===== src/rtl/game_flow_ctrl_if.sv =====
// rtl/game_flow_ctrl_if.sv - game flow controller event/key inputs and state/pulse outputs
interface game_flow_ctrl_if #(
   parameter int N_CHAR = 3,
   parameter int N_BALL = 4
);
   logic              frame_tick;
   logic [7:0]        keycode;
   logic              exit_hit;
   logic              coin_hit;
   logic              level_end;
   logic              sprite_hit;
   logic              time_up;
   logic              halt_state;
   logic              menu_screen;
   logic              pause_state;
   logic              end_state;
   logic              level_inc;
   logic              score_inc;
   logic              clr;
   logic [N_CHAR-1:0] char_sel;
   logic [N_BALL-1:0] ball_sel;
   logic [3:0]        lives;

   modport master (
      output frame_tick, keycode, exit_hit, coin_hit, level_end, sprite_hit, time_up,
      input  halt_state, menu_screen, pause_state, end_state, level_inc, score_inc, clr,
             char_sel, ball_sel, lives
   );

   modport slave (
      input  frame_tick, keycode, exit_hit, coin_hit, level_end, sprite_hit, time_up,
      output halt_state, menu_screen, pause_state, end_state, level_inc, score_inc, clr,
             char_sel, ball_sel, lives
   );
endinterface


===== src/rtl/game_flow_ctrl.sv =====
// rtl/game_flow_ctrl.sv - single-clock maze game flow FSM with menu, lives, pause and score timing
module game_flow_ctrl #(
   parameter int         N_CHAR        = 3,
   parameter int         N_BALL        = 4,
   parameter int         LIVES         = 3,
   parameter int         SCORE_DELAY   = 3,
   parameter int         HIT_COOLDOWN  = 30,
   parameter logic [7:0] KEY_START     = 8'd44,
   parameter logic [7:0] KEY_MENU      = 8'd16,
   parameter logic [7:0] KEY_CONFIRM   = 8'd40,
   parameter logic [7:0] KEY_RESTART   = 8'd41,
   parameter logic [7:0] KEY_PAUSE     = 8'd19,
   parameter logic [7:0] KEY_CHAR_BASE = 8'd13,
   parameter logic [7:0] KEY_BALL_BASE = 8'd4
) (
   input logic              Clk,
   input logic              Reset_n,
   game_flow_ctrl_if.slave  bus
);
   localparam logic [2:0] S_HALT  = 3'd0;
   localparam logic [2:0] S_MENU  = 3'd1;
   localparam logic [2:0] S_PLAY  = 3'd2;
   localparam logic [2:0] S_PAUSE = 3'd3;
   localparam logic [2:0] S_SCORE = 3'd4;
   localparam logic [2:0] S_LEVEL = 3'd5;
   localparam logic [2:0] S_HIT   = 3'd6;
   localparam logic [2:0] S_DONE  = 3'd7;

   logic [2:0]        state, state_nx;
   logic [7:0]        key_q;
   logic              kp;
   logic              hit_go;
   logic [3:0]        score_cnt;
   logic [7:0]        cool_cnt;
   logic [3:0]        lives_q;
   logic [N_CHAR-1:0] char_q;
   logic [N_BALL-1:0] ball_q;
   logic              halt_q, menu_q, pause_q, end_q, level_q, score_q, clr_q;

   // Only the first cycle of a new non-zero code counts as a press
   assign kp     = (bus.keycode != 8'd0) && (bus.keycode != key_q);
   assign hit_go = (state == S_PLAY) && !bus.exit_hit && !bus.time_up && !bus.coin_hit &&
                   !bus.level_end && bus.sprite_hit;

   always_comb begin
      state_nx = state;
      case (state)
         S_HALT: begin
            if (kp && bus.keycode == KEY_START)     state_nx = S_PLAY;
            else if (kp && bus.keycode == KEY_MENU) state_nx = S_MENU;
         end
         S_MENU:  if (kp && bus.keycode == KEY_CONFIRM) state_nx = S_PLAY;
         S_PLAY: begin
            if (bus.exit_hit || bus.time_up) state_nx = S_DONE;
            else if (bus.coin_hit)           state_nx = S_SCORE;
            else if (bus.level_end)          state_nx = S_LEVEL;
            else if (hit_go)                 state_nx = (lives_q <= 4'd1) ? S_DONE : S_HIT;
            else if (kp && bus.keycode == KEY_PAUSE) state_nx = S_PAUSE;
         end
         S_PAUSE: if (kp && bus.keycode == KEY_PAUSE) state_nx = S_PLAY;
         S_SCORE: if (score_cnt <= 4'd1) state_nx = S_PLAY;
         S_LEVEL: state_nx = S_PLAY;
         S_HIT:   if (cool_cnt == 8'd0) state_nx = S_PLAY;
         S_DONE:  if (kp && bus.keycode == KEY_RESTART) state_nx = S_HALT;
         default: state_nx = S_HALT;
      endcase
   end

   always_ff @(posedge Clk or negedge Reset_n) begin
      if (!Reset_n) begin
         state     <= S_HALT;
         key_q     <= 8'd0;
         score_cnt <= 4'd0;
         cool_cnt  <= 8'd0;
         lives_q   <= 4'(LIVES);
         char_q    <= '0;
         ball_q    <= '0;
         halt_q    <= 1'b1;
         menu_q    <= 1'b0;
         pause_q   <= 1'b0;
         end_q     <= 1'b0;
         level_q   <= 1'b0;
         score_q   <= 1'b0;
         clr_q     <= 1'b0;
      end else begin
         state   <= state_nx;
         key_q   <= bus.keycode;
         halt_q  <= (state == S_HALT);
         menu_q  <= (state == S_MENU);
         pause_q <= (state == S_PAUSE);
         end_q   <= (state == S_DONE);
         level_q <= (state == S_LEVEL);
         score_q <= (state == S_SCORE) && (score_cnt == 4'd1);
         clr_q   <= (state == S_HALT) && (state_nx != S_HALT);

         if (state != S_SCORE && state_nx == S_SCORE)  score_cnt <= 4'(SCORE_DELAY);
         else if (state == S_SCORE && score_cnt != 4'd0) score_cnt <= score_cnt - 4'd1;

         // The entry edge loads the cooldown, so a coincident frame_tick is not counted
         if (state != S_HIT && state_nx == S_HIT) cool_cnt <= 8'(HIT_COOLDOWN);
         else if (state == S_HIT && bus.frame_tick && cool_cnt != 8'd0) cool_cnt <= cool_cnt - 8'd1;

         if (state == S_HALT && state_nx != S_HALT) lives_q <= 4'(LIVES);
         else if (hit_go) lives_q <= (lives_q > 4'd1) ? lives_q - 4'd1 : 4'd0;

         if (state != S_MENU && state_nx == S_MENU) begin
            ball_q <= '0;
         end else if (state == S_MENU && kp) begin
            for (int i = 0; i < N_CHAR; i++)
               if (bus.keycode == KEY_CHAR_BASE + 8'(i)) char_q <= N_CHAR'(1) << i;
            for (int j = 0; j < N_BALL; j++)
               if (bus.keycode == KEY_BALL_BASE + 8'(j)) ball_q <= N_BALL'(1) << j;
         end
      end
   end

   assign bus.halt_state  = halt_q;
   assign bus.menu_screen = menu_q;
   assign bus.pause_state = pause_q;
   assign bus.end_state   = end_q;
   assign bus.level_inc   = level_q;
   assign bus.score_inc   = score_q;
   assign bus.clr         = clr_q;
   assign bus.char_sel    = char_q;
   assign bus.ball_sel    = ball_q;
   assign bus.lives       = lives_q;
endmodule


===== src/flat_wrapper.sv =====
// flat-port wrapper written by rule: the top's interface ports become plain ports
module game_flow_ctrl_flat 
#(
   parameter int         N_CHAR        = 3,
   parameter int         N_BALL        = 4,
   parameter int         LIVES         = 3,
   parameter int         SCORE_DELAY   = 3,
   parameter int         HIT_COOLDOWN  = 30,
   parameter logic [7:0] KEY_START     = 8'd44,
   parameter logic [7:0] KEY_MENU      = 8'd16,
   parameter logic [7:0] KEY_CONFIRM   = 8'd40,
   parameter logic [7:0] KEY_RESTART   = 8'd41,
   parameter logic [7:0] KEY_PAUSE     = 8'd19,
   parameter logic [7:0] KEY_CHAR_BASE = 8'd13,
   parameter logic [7:0] KEY_BALL_BASE = 8'd4
)
  (Clk, Reset_n, bus_frame_tick, bus_keycode, bus_exit_hit, bus_coin_hit, bus_level_end, bus_sprite_hit, bus_time_up, bus_halt_state, bus_menu_screen, bus_pause_state, bus_end_state, bus_level_inc, bus_score_inc, bus_clr, bus_char_sel, bus_ball_sel, bus_lives);
  game_flow_ctrl_if #(.N_CHAR(N_CHAR), .N_BALL(N_BALL)) bus_i ();
  input logic Clk;
  input logic Reset_n;
  input wire logic [$bits(bus_i.frame_tick)-1:0] bus_frame_tick;
  input wire logic [$bits(bus_i.keycode)-1:0] bus_keycode;
  input wire logic [$bits(bus_i.exit_hit)-1:0] bus_exit_hit;
  input wire logic [$bits(bus_i.coin_hit)-1:0] bus_coin_hit;
  input wire logic [$bits(bus_i.level_end)-1:0] bus_level_end;
  input wire logic [$bits(bus_i.sprite_hit)-1:0] bus_sprite_hit;
  input wire logic [$bits(bus_i.time_up)-1:0] bus_time_up;
  output wire logic [$bits(bus_i.halt_state)-1:0] bus_halt_state;
  output wire logic [$bits(bus_i.menu_screen)-1:0] bus_menu_screen;
  output wire logic [$bits(bus_i.pause_state)-1:0] bus_pause_state;
  output wire logic [$bits(bus_i.end_state)-1:0] bus_end_state;
  output wire logic [$bits(bus_i.level_inc)-1:0] bus_level_inc;
  output wire logic [$bits(bus_i.score_inc)-1:0] bus_score_inc;
  output wire logic [$bits(bus_i.clr)-1:0] bus_clr;
  output wire logic [$bits(bus_i.char_sel)-1:0] bus_char_sel;
  output wire logic [$bits(bus_i.ball_sel)-1:0] bus_ball_sel;
  output wire logic [$bits(bus_i.lives)-1:0] bus_lives;
  assign bus_i.frame_tick = bus_frame_tick;
  assign bus_i.keycode = bus_keycode;
  assign bus_i.exit_hit = bus_exit_hit;
  assign bus_i.coin_hit = bus_coin_hit;
  assign bus_i.level_end = bus_level_end;
  assign bus_i.sprite_hit = bus_sprite_hit;
  assign bus_i.time_up = bus_time_up;
  assign bus_halt_state = bus_i.halt_state;
  assign bus_menu_screen = bus_i.menu_screen;
  assign bus_pause_state = bus_i.pause_state;
  assign bus_end_state = bus_i.end_state;
  assign bus_level_inc = bus_i.level_inc;
  assign bus_score_inc = bus_i.score_inc;
  assign bus_clr = bus_i.clr;
  assign bus_char_sel = bus_i.char_sel;
  assign bus_ball_sel = bus_i.ball_sel;
  assign bus_lives = bus_i.lives;
  game_flow_ctrl #(.N_CHAR(N_CHAR), .N_BALL(N_BALL), .LIVES(LIVES), .SCORE_DELAY(SCORE_DELAY), .HIT_COOLDOWN(HIT_COOLDOWN), .KEY_START(KEY_START), .KEY_MENU(KEY_MENU), .KEY_CONFIRM(KEY_CONFIRM), .KEY_RESTART(KEY_RESTART), .KEY_PAUSE(KEY_PAUSE), .KEY_CHAR_BASE(KEY_CHAR_BASE), .KEY_BALL_BASE(KEY_BALL_BASE)) u_core (.Clk(Clk), .Reset_n(Reset_n), .bus(bus_i));
endmodule

===== config.mk =====
export PLATFORM = sky130hd
export DESIGN_NAME = game_flow_ctrl_flat
export DESIGN_NICKNAME = d
export VERILOG_FILES = /design/src/rtl/game_flow_ctrl_if.sv /design/src/rtl/game_flow_ctrl.sv /design/src/flat_wrapper.sv
export SDC_FILE = /design/constraint.sdc
export NUM_CORES = 1
export LEC_CHECK = 0
export CAP_MARGIN = 15
export CORE_UTILIZATION = 40
export DETAILED_ROUTE_END_ITERATION = 8
export MAX_ROUTING_LAYER = met4
export SLEW_MARGIN = 0
export SYNTH_ARGS = -nofsm -noshare
export SYNTH_HDL_FRONTEND = slang
export SYNTH_SLANG_ARGS = --single-unit

===== constraint.sdc =====
create_clock -name Clk -period 3.5 [get_ports Clk]
set_input_delay 0.7 -clock Clk [delete_from_list [all_inputs] [get_ports Clk]]
set_output_delay 0.7 -clock Clk [all_outputs]
set_load 0.05 [all_outputs]

==> flow_summary.ini <==
[status]
status = complete, no violations

[run]
maxCapViolCount = 0

[synthesis]
syn_area_mm2 = 0.00209
synthTopCellsByCount = 38 x dfrtp_1, 22 x nor2_1, 20 x nand2_1
avgSynthCellArea_um2 = 9.99
async_flop_share = 1.00
synth_cell_types = 44
synth_edf_count = 0
yosys_most_used_dff = dfrtp_1
syn-instance-count = 209
ys_seq_area_frac = 0.493
synthTopCellsByArea = dfrtp_1 46%, xor2_1 5.0%, nor2_1 4.0%
synth_most_common_cell = dfrtp_1
ys_ff_latch = 41
yosysWarningCount = 0
yosys.area.top_type = dfrtp_1
yosys.area.top_type_share = 0.455
syn_nets = 230

[worst_setup_path]
critPathMaxFanout = 8
endpoint_kind = register
crit_arrival_ns = 3.13
cp-start-kind = input pin
path_class = in -> reg
critPathRequiredTime_ns = 3.72

[detailed_routing]
drt_iter0_drc = 91
drc = 0
wl_per_cell_um = 13.5
viasPerCell = 5.12
ant_nets = 0
dr.pass1.iters = 4
postRouteWirelength_mm = 4.25
vias = 1613

[sta]
max-slew-margin-rel = 0.397
rsz0062_at_grt = false
fmax_ghz = 0.344
fin_skew_ns = 0.00538
tightestPinTransition_ns = 0.904
hold_violations = 0
finalMaxSlewViolations = 0
timing.final.crit_share = 0.831
setup_viol = 0
tns_ns = 0
period_needed_ns = 2.91
setup_ws_ns = 0.592

[grt]
grt_pass1_vias = 1597
grt_max_degree = 42
overflow = 0
grtUsageTotal = 0.184
antenna_found_initial = 0
grt_first_pass_wirelength_mm = 7.33

[pwr]
powerDensity_mw_per_mm2 = 687
p_comb_frac = 0.389
power_frac_seq = 0.429
internal-power_mw = 1.05
peakVddDrop_v = 0.000471
p_switching_mw = 0.721
p_leak_nw = 1.13
netSwitchingFraction = 0.406
p_clk_frac = 0.183

[clock_tree]
cts.clk_slew.worst_paths_ns = 0.08
hold_buffers = 0
cts.sinks = 41
cts_tree = yes
ctsResizeCount = 0
cts_max_path_buffers = 2
postCtsSetupBuffers = 0
cts-root-buf = clkbuf_8
clkLatencyLatePin_ns = 0.30
cts-htree-levels = 2
cts_buffers = 5

[floorplanning]
num_io_pins = 34
rows = 25
dieArea_mm2 = 0.00551
die_h_um = 74.3
core_area_mm2 = 0.00488
start_util = 0.428
die_w_um = 74.3

[place]
gp_congestion = 0.767
place.detailed.hpwl_mm = 3.02
place_area_mm2 = 0.00249
portBuffers = 33
dp_worst_setup_slack_ns = 0.299
dp_cells = 307

[finish]
multi_input_comb_area_um2 = 988
fin_area_mm2 = 0.00258
finalNonFillerCells = 315
fillCellCount = 449
seq_area_mm2 = 0.00103
drive_gt1_frac = 0.0968
num-nets-final = 268
fin_util = 0.530
diodes = 0
syn_to_final_growth_pct = 23.8

[worst_hold_path]
holdCritPathClass = reg -> reg
[cell type report]
cell class / instances / area share
flip-flops and latches: 41 / 0.398
multi-input cells: 150 / 0.382
repair buffers: 35 / 0.132
clock buffers: 8 / 0.0348
well taps: 67 / 0.0324
inverters: 14 / 0.0203
[sequential cells by signal, summed over array words and instances, names as in the netlist, 3 cells and up]
| signal | count |
|---|---|
| u_core.bus.char_sel | 3 |
| u_core.score_cnt | 4 |
| u_core.cool_cnt | 8 |
| u_core.key_q | 8 |
| u_core.bus.ball_sel | 4 |
| u_core.bus.lives | 4 |
| u_core.state | 3 |
[critical path, stage by stage]
cell	delay, ns
clkdlybuf4s50_1	0.63
xor2_1	0.20
nor4_2	0.11
a2111oi_4	0.55
a21oi_2	0.15
o41a_2	0.55
a211o_1	0.25
[metal layers]
layer	share of wire	up-vias	global-route usage
met5	0	-	-
met4	0.015	0	0.0629
met3	0.047	5	0.0420
met2	0.45	37	0.280
met1	0.49	755	0.243
li1	-	816	-
[metrics by stage]
| step | hold slack [ns] | power (mW) |
|---|---|---|
| 2_1_floorplan | 0.404 | 1.24 |
| 4_1_cts | 0.516 | 1.79 |
| 5_1_grt | 0.541 | 1.91 |
| 3_5_place_dp | 0.499 | 1.46 |
| 3_3_place_gp | 0.493 | 1.45 |
| 6_report | 0.519 | 1.78 |
[cells in the final DEF, fill, tap and decap left out, types with 3 or more instances in the layout]
cell,Yosys,routed
nor4_1,7,7
clkdlybuf4s50_1,0,32
nand4_1,3,3
xnor2_1,5,5
o21ai_0,4,4
nor3_1,8,8
nor3b_1,3,3
or2_2,4,4
inv_1,14,14
clkbuf_8,0,6
nand2_1,20,20
ha_1,5,5
dfstp_2,3,3
a21boi_0,3,3
dfrtp_1,38,38
mux2i_1,4,4
nor2_1,22,22
nand3_1,8,8
a21oi_1,5,5
nand3b_1,4,4
xor2_1,12,12
[final timing paths]
| check | from | end | slack, ns | depth (start not counted) |
|---|---|---|---|---|
| max reg2reg | u_core.key_q[5]$_DFF_PN0_ | u_core.bus.lives[1]$_DFFE_PN1P_ | 1.27 | 6 |
| min in group asynchronous | Reset_n | u_core.key_q[4]$_DFF_PN0_ | 0.53 | 1 |
| max in group asynchronous | Reset_n | u_core.score_cnt[0]$_DFFE_PN0P_ | 2.41 | 1 |
| max | bus_keycode[1] | u_core.bus.lives[1]$_DFFE_PN1P_ | 0.59 | 7 |
| min | u_core.cool_cnt[4]$_DFFE_PN0P_ | u_core.cool_cnt[4]$_DFFE_PN0P_ | 0.52 | 1 |
| min reg2reg | u_core.cool_cnt[4]$_DFFE_PN0P_ | u_core.cool_cnt[4]$_DFFE_PN0P_ | 0.52 | 1 |
[cells by family after synthesis]
| group | share of synthesized area |
|---|---|
| compound gates | 0.118 |
| xor+xnor | 0.0713 |
| fa+ha+maj | 0.0300 |
| buf+inv | 0.0335 |
| flops | 0.493 |
| mux | 0.0192 |
| simple gates | 0.235 |
[power groups by stage]
| stage | combinational (mW) | clock, mW | sequential (mW) |
|---|---|---|---|
| 2_1_floorplan | 0.373 | 0 | 0.869 |
| 3_3_place_gp | 0.686 | 0 | 0.769 |
| 3_5_place_dp | 0.688 | 0 | 0.768 |
| 4_1_cts | 0.694 | 0.332 | 0.762 |
| 5_1_grt | 0.767 | 0.354 | 0.787 |
| 6_report | 0.690 | 0.324 | 0.761 |
Power figures use the tool's default switching activity.
